## src/rtl/weight_bram_sequencer_pkg.sv

```systemverilog
// Shared constants and encodings for the ANN weight sequencers.
// Other weight sequencers import this package as well.
package weight_bram_sequencer_pkg;

   localparam int DEPTH = 28;
   localparam int AW    = 5;
   localparam int DW    = 16;

   localparam logic [AW-1:0] LAST_ADDR = AW'(DEPTH - 1);
   localparam logic [AW-1:0] END_ADDR  = AW'(DEPTH);

   typedef enum logic [1:0] {
      ST_IDLE   = 2'd0,
      ST_LOAD   = 2'd1,
      ST_STREAM = 2'd2,
      ST_DRAIN  = 2'd3
   } state_t;

   typedef enum logic {
      SRV_LOADER = 1'b0,
      SRV_MAC    = 1'b1
   } served_t;

endpackage

```

## src/rtl/weight_bram_sequencer_rr_arb2.sv

```systemverilog
// Two-requester round-robin arbiter: a tie goes to the side that was not served last.
module rr_arb2
   import weight_bram_sequencer_pkg::*;
(
   input  logic i_clk,
   input  logic i_rst_n,
   input  logic i_en,
   input  logic i_req_ld,
   input  logic i_req_rd,
   output logic o_gnt_ld,
   output logic o_gnt_rd
);

   served_t r_last_served;

   assign o_gnt_ld = i_en & i_req_ld & (~i_req_rd | (r_last_served == SRV_MAC));
   assign o_gnt_rd = i_en & i_req_rd & (~i_req_ld | (r_last_served == SRV_LOADER));

   always_ff @(posedge i_clk or negedge i_rst_n) begin
      if (!i_rst_n) begin
         r_last_served <= SRV_LOADER;
      end else if (o_gnt_ld) begin
         r_last_served <= SRV_LOADER;
      end else if (o_gnt_rd) begin
         r_last_served <= SRV_MAC;
      end
   end

endmodule

```

## src/rtl/weight_bram_sequencer.sv

```systemverilog
// Arbitrates the weight loader and the MAC for one weight BRAM; writes full vectors
// and streams them back in address order over a valid/ready interface.
module weight_bram_sequencer
   import weight_bram_sequencer_pkg::*;
(
   input  logic          i_clk,
   input  logic          i_rst_n,
   input  logic          i_ld_req,
   output logic          o_ld_gnt,
   input  logic          i_wr_valid,
   input  logic [DW-1:0] i_wr_data,
   output logic          o_wr_ready,
   output logic          o_ld_done,
   input  logic          i_rd_req,
   output logic          o_rd_gnt,
   output logic          o_out_valid,
   output logic [DW-1:0] o_out_data,
   output logic          o_out_last,
   input  logic          i_out_ready,
   output logic          o_busy,
   output logic [AW-1:0] o_bram_addr,
   output logic [DW-1:0] o_bram_di,
   output logic          o_bram_en,
   output logic          o_bram_we,
   input  logic [DW-1:0] i_bram_do
);

   state_t        r_state;
   logic [AW-1:0] r_wcnt;
   logic [AW-1:0] r_rcnt;
   logic          r_ld_gnt;
   logic          r_rd_gnt;
   logic          r_ld_done;
   logic          r_out_valid;
   logic          r_out_last;

   logic          w_arb_en;
   logic          w_gnt_ld;
   logic          w_gnt_rd;
   logic          w_wr_fire;
   logic          w_issue;

   assign w_arb_en  = (r_state == ST_IDLE);
   assign w_wr_fire = (r_state == ST_LOAD) & i_wr_valid;
   // Issue only when the output slot is empty or being emptied this cycle, so BRAM DO holds while stalled.
   assign w_issue   = (r_state == ST_STREAM) & (r_rcnt < END_ADDR) & (~r_out_valid | i_out_ready);

   rr_arb2 u_arb (
      .i_clk    (i_clk),
      .i_rst_n  (i_rst_n),
      .i_en     (w_arb_en),
      .i_req_ld (i_ld_req),
      .i_req_rd (i_rd_req),
      .o_gnt_ld (w_gnt_ld),
      .o_gnt_rd (w_gnt_rd)
   );

   assign o_bram_en   = w_wr_fire | w_issue;
   assign o_bram_we   = w_wr_fire;
   assign o_bram_addr = w_wr_fire ? r_wcnt : (w_issue ? r_rcnt : '0);
   assign o_bram_di   = w_wr_fire ? i_wr_data : '0;

   assign o_wr_ready  = (r_state == ST_LOAD);
   assign o_busy      = (r_state != ST_IDLE);
   assign o_ld_gnt    = r_ld_gnt;
   assign o_rd_gnt    = r_rd_gnt;
   assign o_ld_done   = r_ld_done;
   assign o_out_valid = r_out_valid;
   assign o_out_last  = r_out_last;
   assign o_out_data  = i_bram_do;

   always_ff @(posedge i_clk or negedge i_rst_n) begin
      if (!i_rst_n) begin
         r_state     <= ST_IDLE;
         r_wcnt      <= '0;
         r_rcnt      <= '0;
         r_ld_gnt    <= 1'b0;
         r_rd_gnt    <= 1'b0;
         r_ld_done   <= 1'b0;
         r_out_valid <= 1'b0;
         r_out_last  <= 1'b0;
      end else begin
         r_ld_gnt    <= 1'b0;
         r_rd_gnt    <= 1'b0;
         r_ld_done   <= 1'b0;
         r_out_valid <= w_issue | (r_out_valid & ~i_out_ready);
         if (w_issue) begin
            r_out_last <= (r_rcnt == LAST_ADDR);
         end else if (i_out_ready) begin
            r_out_last <= 1'b0;
         end

         case (r_state)
            ST_IDLE: begin
               if (w_gnt_ld) begin
                  r_ld_gnt <= 1'b1;
                  r_state  <= ST_LOAD;
               end else if (w_gnt_rd) begin
                  r_rd_gnt <= 1'b1;
                  r_state  <= ST_STREAM;
               end
            end
            ST_LOAD: begin
               if (w_wr_fire) begin
                  if (r_wcnt == LAST_ADDR) begin
                     r_wcnt    <= '0;
                     r_ld_done <= 1'b1;
                     r_state   <= ST_IDLE;
                  end else begin
                     r_wcnt <= r_wcnt + 1'b1;
                  end
               end
            end
            ST_STREAM: begin
               if (w_issue) begin
                  r_rcnt <= r_rcnt + 1'b1;
                  if (r_rcnt == LAST_ADDR) begin
                     r_state <= ST_DRAIN;
                  end
               end
            end
            ST_DRAIN: begin
               if (r_out_valid & i_out_ready) begin
                  r_rcnt  <= '0;
                  r_state <= ST_IDLE;
               end
            end
            default: r_state <= ST_IDLE;
         endcase
      end
   end

endmodule
```

## config.mk

```make
export PLATFORM = sky130hd
export DESIGN_NAME = weight_bram_sequencer
export DESIGN_NICKNAME = d
export VERILOG_FILES = /design/src/rtl/weight_bram_sequencer_pkg.sv /design/src/rtl/weight_bram_sequencer_rr_arb2.sv /design/src/rtl/weight_bram_sequencer.sv
export SDC_FILE = /design/constraint.sdc
export NUM_CORES = 1
export LEC_CHECK = 0
export ABC_AREA = 1
export CAP_MARGIN = 0
export CORE_ASPECT_RATIO = 0.9
export CORE_MARGIN = 3
export CORE_UTILIZATION = 40
export CTS_BUF_LIST = sky130_fd_sc_hd__clkbuf_8
export DETAILED_ROUTE_END_ITERATION = 10
export GPL_ROUTABILITY_DRIVEN = 0
export PLACE_DENSITY = 0.95
export SYNTH_ARGS = -nofsm -noshare
export SYNTH_HDL_FRONTEND = slang
export SYNTH_SLANG_ARGS = --single-unit
```

## constraint.sdc

```tcl
create_clock -name i_clk -period 2.1 [get_ports i_clk]
set_input_delay 0.42 -clock i_clk [delete_from_list [all_inputs] [get_ports i_clk]]
set_output_delay 0.42 -clock i_clk [all_outputs]
set_load 0.1 [all_outputs]
```

Word level (Yosys, flattened, before mapping). Index checks and enable logic that the tools add are counted.

Register bits after elaboration: 18. Input port bits: 38. Output and inout bits: 46. Word-level logic and storage cells: 77.

Add/sub/neg operators: 2. $lt $le $gt $ge: 1. Equal/unequal tests: 11. Multiplexer cells: 27. Bitwise gates (word level): 19. Reductions and logical operators: 8.

Operators by type and width (number): $mux 5 (5); $mux 16 (1); $mux 2 (7); $mux 1 (12); $add 5x1->5 const B (2); $eq 5x5->1 const B (2); $pmux 5 s2 (1); $and 1x1->1 (9); $pmux 2 s4 (1); $reduce_bool 2->1 (4); $ne 2x1->1 const B (3); $reduce_and 6->1 (1); $lt 5x5->1 const B (1); $not 1->1 (5); $or 1x1->1 (5); $eq 2x2->1 const B (2); $ne 2x2->1 const B (2); $ne 3x3->1 const B (1); $reduce_and 3->1 (1); $eq 2x1->1 const B (1); $logic_not 2->1 (1); $reduce_and 2->1 (1).

Logic depth before layout (Yosys ltp).
Depth after elaboration: 6. Depth in mapped cells: 8. Depth with buffers taken out: 8.

By module. A second synthesis with hierarchy kept.

Cells, all modules: 187. Area, all modules: 1297.5 µm².

By module, submodules not included: weight_bram_sequencer (times used 1, cells each 176, area an instance 1233.7 µm², seq. area each 425.4 µm²); rr_arb2 (times used 1, cells each 11, area an instance 63.8 µm², seq. area each 25.0 µm²).

Least setup slack after synthesis. No wires, ideal clock.

Path kind: register to output. Start: register r_out_valid, in the netlist o_out_valid. End: output o_bram_addr[2]. Arrival: 3.311 ns. Required time: 1.680 ns. Slack: -1.631 ns. Stages on the path, launching flop included: 4. Buffers on the path: 0. Cells stage by stage: dfrtp_1 nand2_1 nand3_4 o21ai_0.

Cells in the longest elaborated chain, start to end: 5.

Ends and longest elaborated chain: start: declaration (line weight_bram_sequencer.sv:34) `logic r_out_valid;`; start signal: assignment (line weight_bram_sequencer.sv:86) `r_out_valid <= w_issue | (r_out_valid & ~i_out_ready);`; $not 1->1 (line weight_bram_sequencer.sv:46) `assign w_issue = (r_state == ST_STREAM) & (r_rcnt < END_ADDR) & (~r_out_valid | i_out_ready);`; $or 1x1->1 (line weight_bram_sequencer.sv:46); $and 1x1->1 (line weight_bram_sequencer.sv:46); $mux 5 (2 in series) (line weight_bram_sequencer.sv:60) `assign o_bram_addr = w_wr_fire ? r_wcnt : (w_issue ? r_rcnt : '0);`; end: declaration (line weight_bram_sequencer.sv:21) `output logic [AW-1:0] o_bram_addr,`.

No other way between the ends.

Worst setup path in the final report.
Start: register r_state[1]. End: output o_bram_addr[2].

Cells in the longest elaborated chain, start to end: 5. Elaborated cells on any way between the ends: 7. Those cells by class: 2 x eq/ne; 2 x mux; 3 x bitwise.

Ends and longest elaborated chain: start: declaration (line weight_bram_sequencer.sv:28) `state_t r_state;`; start signal: assignment (line weight_bram_sequencer.sv:74) `r_state <= ST_IDLE;`; start signal: assignment (line weight_bram_sequencer.sv:97) `r_state <= ST_LOAD;`; start signal: assignment (line weight_bram_sequencer.sv:100) `r_state <= ST_STREAM;`; $eq 2x2->1 (line weight_bram_sequencer.sv:46); $and 1x1->1 (2 in series) (line weight_bram_sequencer.sv:46); $mux 5 (line weight_bram_sequencer.sv:60); $mux 5 (*) (line weight_bram_sequencer.sv:60).

Every way passes the cells marked *; elsewhere a longest branch is shown, timed or not.

==> summary.txt <==
FILL cells: 179
Post-synth EDFFs: 0
Final Hold Viols: 0
TritonCTS Sinks: 18
Worst-Skew Late Latency: 0.25 ns
CTS Root Cell: clkbuf_8
Achievable Freq: 492 MHz
Commonest non-fill, non-tap cells in the layout: nand2_1, inv_1, buf_12
Fin crit share: 96.9%
Post-synthesis cell type count: 27
Power Density: 1350 nW/µm²
Clk pin slew, worst setup/hold paths: 0.07 ns
Sequential area share after synthesis: 35.6%
Minimum clock period: 2.03 ns
Commonest non-fill, non-tap cell in the layout: nand2_1
Crit-path slowest cell: dfrtp_1
All-Layer GR Usage: 20.9%
Initial DRT Pass Iterations: 4
Drt first-iter violations: 139
FF/Latch Area: 453 µm²
N_diodes: 0
Peak VDD IR: 0.761 mV
Register share of total power: 20.3%
Final Skew: 0.00506 ns
Avg Inst Size Synth: 6.92 µm²
H-Tree Depth: 1
Slew headroom: 71.3%
R2r worst-path depth: 8
Port Buf Inserts: 51
Via density: 4.96
Post-Route WL: 4020 µm
CTS tree: done
Core area: 2880 µm²
CP arrival: 1.61 ns
Overflow after GRT: 0
Comb power frac: 70.6%
Residual DRC count: 0
CP startpoint: r_state[1]
LEAKAGE: 1.11 nW
FFs w/ async S/R, synth: 100%
Global-route wire length before repair: 6240 µm
Total of max-cap violations: 0
CP Launch Type: flip-flop
Final setup fails: 0
Max-slew violations: 0
Worst hold slack: 0.491 ns
Pin count of the biggest net entering global routing: 19
I/O pins: 84
Die width: 65.3 µm
WL/cell: 14.8 µm
Most common flop cell mapped by yosys: dfrtp_1
Worst path cell trace: inv_2, nor2_2, nand3_4, buf_4, o21ai_4, buf_12
Die H: 59.4 µm
Layout area overhead: 82.0%
Mapped Cells: 183
Worst r2r src: r_wcnt[0]
Largest fanout on the critical path: 6
Yosys warns: 0
Number of synthesized register bits: 18
Die ar.: 3880 µm²
Psw: 1.74 mW
Number of global-route vias before repair: 1366
Share of cells above drive strength 1: 36.4%
Int Pwr: 1.37 mW
Via count: 1343
Footprint of the multi-input gates: 753 µm²
Layout Utilization: 79.9%
Switching Fraction: 55.9%
Critical Path RT: 1.68 ns
Rows: 18
Cts bufs inserted: 3
Worst hold path type: primary input to asynchronous set/reset pin
Netlist Area Pre-Place: 1270 µm²
Post-DRT Antenna Nets: 0
Initial core utilization: 43.9%
CP Class: flip-flop to output pin
CP endpoint kind: output pin
Net Count, Synth: 223
Status: completed
CTS max path bufs: 2
Hpwl dp: 3040 µm
Final net count: 272
Crit-path max cell delay: 0.51 ns
Antenna violations before repair: 0
Clk pwr share: 9.1%
Worst Tran Pin Value: 0.427 ns
## stage by stage
stage          std cells  power, mW  setup TNS, ns  cell area, µm²  setup WS [ns]
4_1_cts              269       3.05        -0.0293            2270        -0.0120
3_3_place_gp         264       2.65              0            2200        0.00527
5_1_grt              271       3.25        -0.0775            2300        -0.0243
2_1_floorplan        183       2.15          -4.89            1470         -0.304
6_report             271       3.11              0            2300         0.0657
3_5_place_dp         264       2.74         -0.168            2200        -0.0413
## power groups by stage
stage / clock (mW) / combinational, mW / sequential [mW]
2_1_floorplan: 0 / 1.44 / 0.705
3_3_place_gp: 0 / 2.05 / 0.604
3_5_place_dp: 0 / 2.12 / 0.622
4_1_cts: 0.283 / 2.15 / 0.620
5_1_grt: 0.301 / 2.30 / 0.648
6_report: 0.283 / 2.20 / 0.631
## cell type report
cell class              instances  area share [%]
repair buffers                 62            37.0
multi-input cells             111            32.7
flip-flops and latches         18            19.7
inverters                      36            6.13
clock buffers                   4            2.39
well taps                      40            2.17
## cell families (layout without fill, tap and decap cells)
logic type | Yosys count | after routing | share of synthesized area [%]
AND/OR/NAND/NOR | 94 | 94 | 32.9
AO/OA/AOI/OAI | 14 | 14 | 6.92
adder cells (fa/ha/maj) | 2 | 2 | 1.98
XOR/XNOR | 1 | 1 | 0.692
flip-flops | 18 | 18 | 35.6
buffers and inverters | 54 | 102 | 21.9
## worst paths after layout
path,end,slack (ns)
max in group asynchronous,r_state[0],1.40
worst max-delay path,o_bram_addr[2],0.07
worst min-delay path,o_ld_gnt,0.49
worst max register to register,r_state[0],0.53
worst min register to register,o_out_last,0.52
min in group i_clk,o_out_last,0.52
## repair_timing
action                                  in CTS  in global routing
pin swaps                                    1                  1
resized for setup                            3                  4
endpoints found under the setup margin      12                 12
hold buffers                                 0                  0
buffers inserted                             1                  2
## cells in the mapped netlist, types with 2 or more instances
cell	instances	area, µm²
nand3_1	11	55.1
a21oi_1	3	15.0
inv_1	32	120
ha_1	2	25.0
dfrtp_1	18	450
nor2_2	2	12.5
nand4_1	2	12.5
nor2_4	2	22.5
inv_2	2	7.51
a31oi_1	2	12.5
o21ai_0	5	25.0
nor2_1	29	109
buf_4	16	120
nand2_1	44	165
## critical path, delay by kind of cell, from the launching register on
family | cells | cell delay (ns)
AO/OA/AOI/OAI | 1 | 0.14
buffers and inverters | 3 | 0.45
AND/OR/NAND/NOR | 2 | 0.27
flip-flops | 1 | 0.51
## routing by layer
layer / track usage (%) / vias up / share of wire (%)
met4: 6.80 / 0 / 3.2
met5: 0 / - / 0
met2: 39.0 / 67 / 55
met1: 24.1 / 629 / 35
met3: 3.98 / 15 / 7.1
li1: - / 632 / -
## flip-flops by register name, indices dropped and copies added (netlist names)
register / flops
o_out_last: 1
o_out_valid: 1
o_ld_gnt: 1
u_arb.r_last_served: 1
o_rd_gnt: 1
o_ld_done: 1
r_rcnt: 5
r_wcnt: 5
r_state: 2
Note: power is estimated with default switching activity, not from simulation.
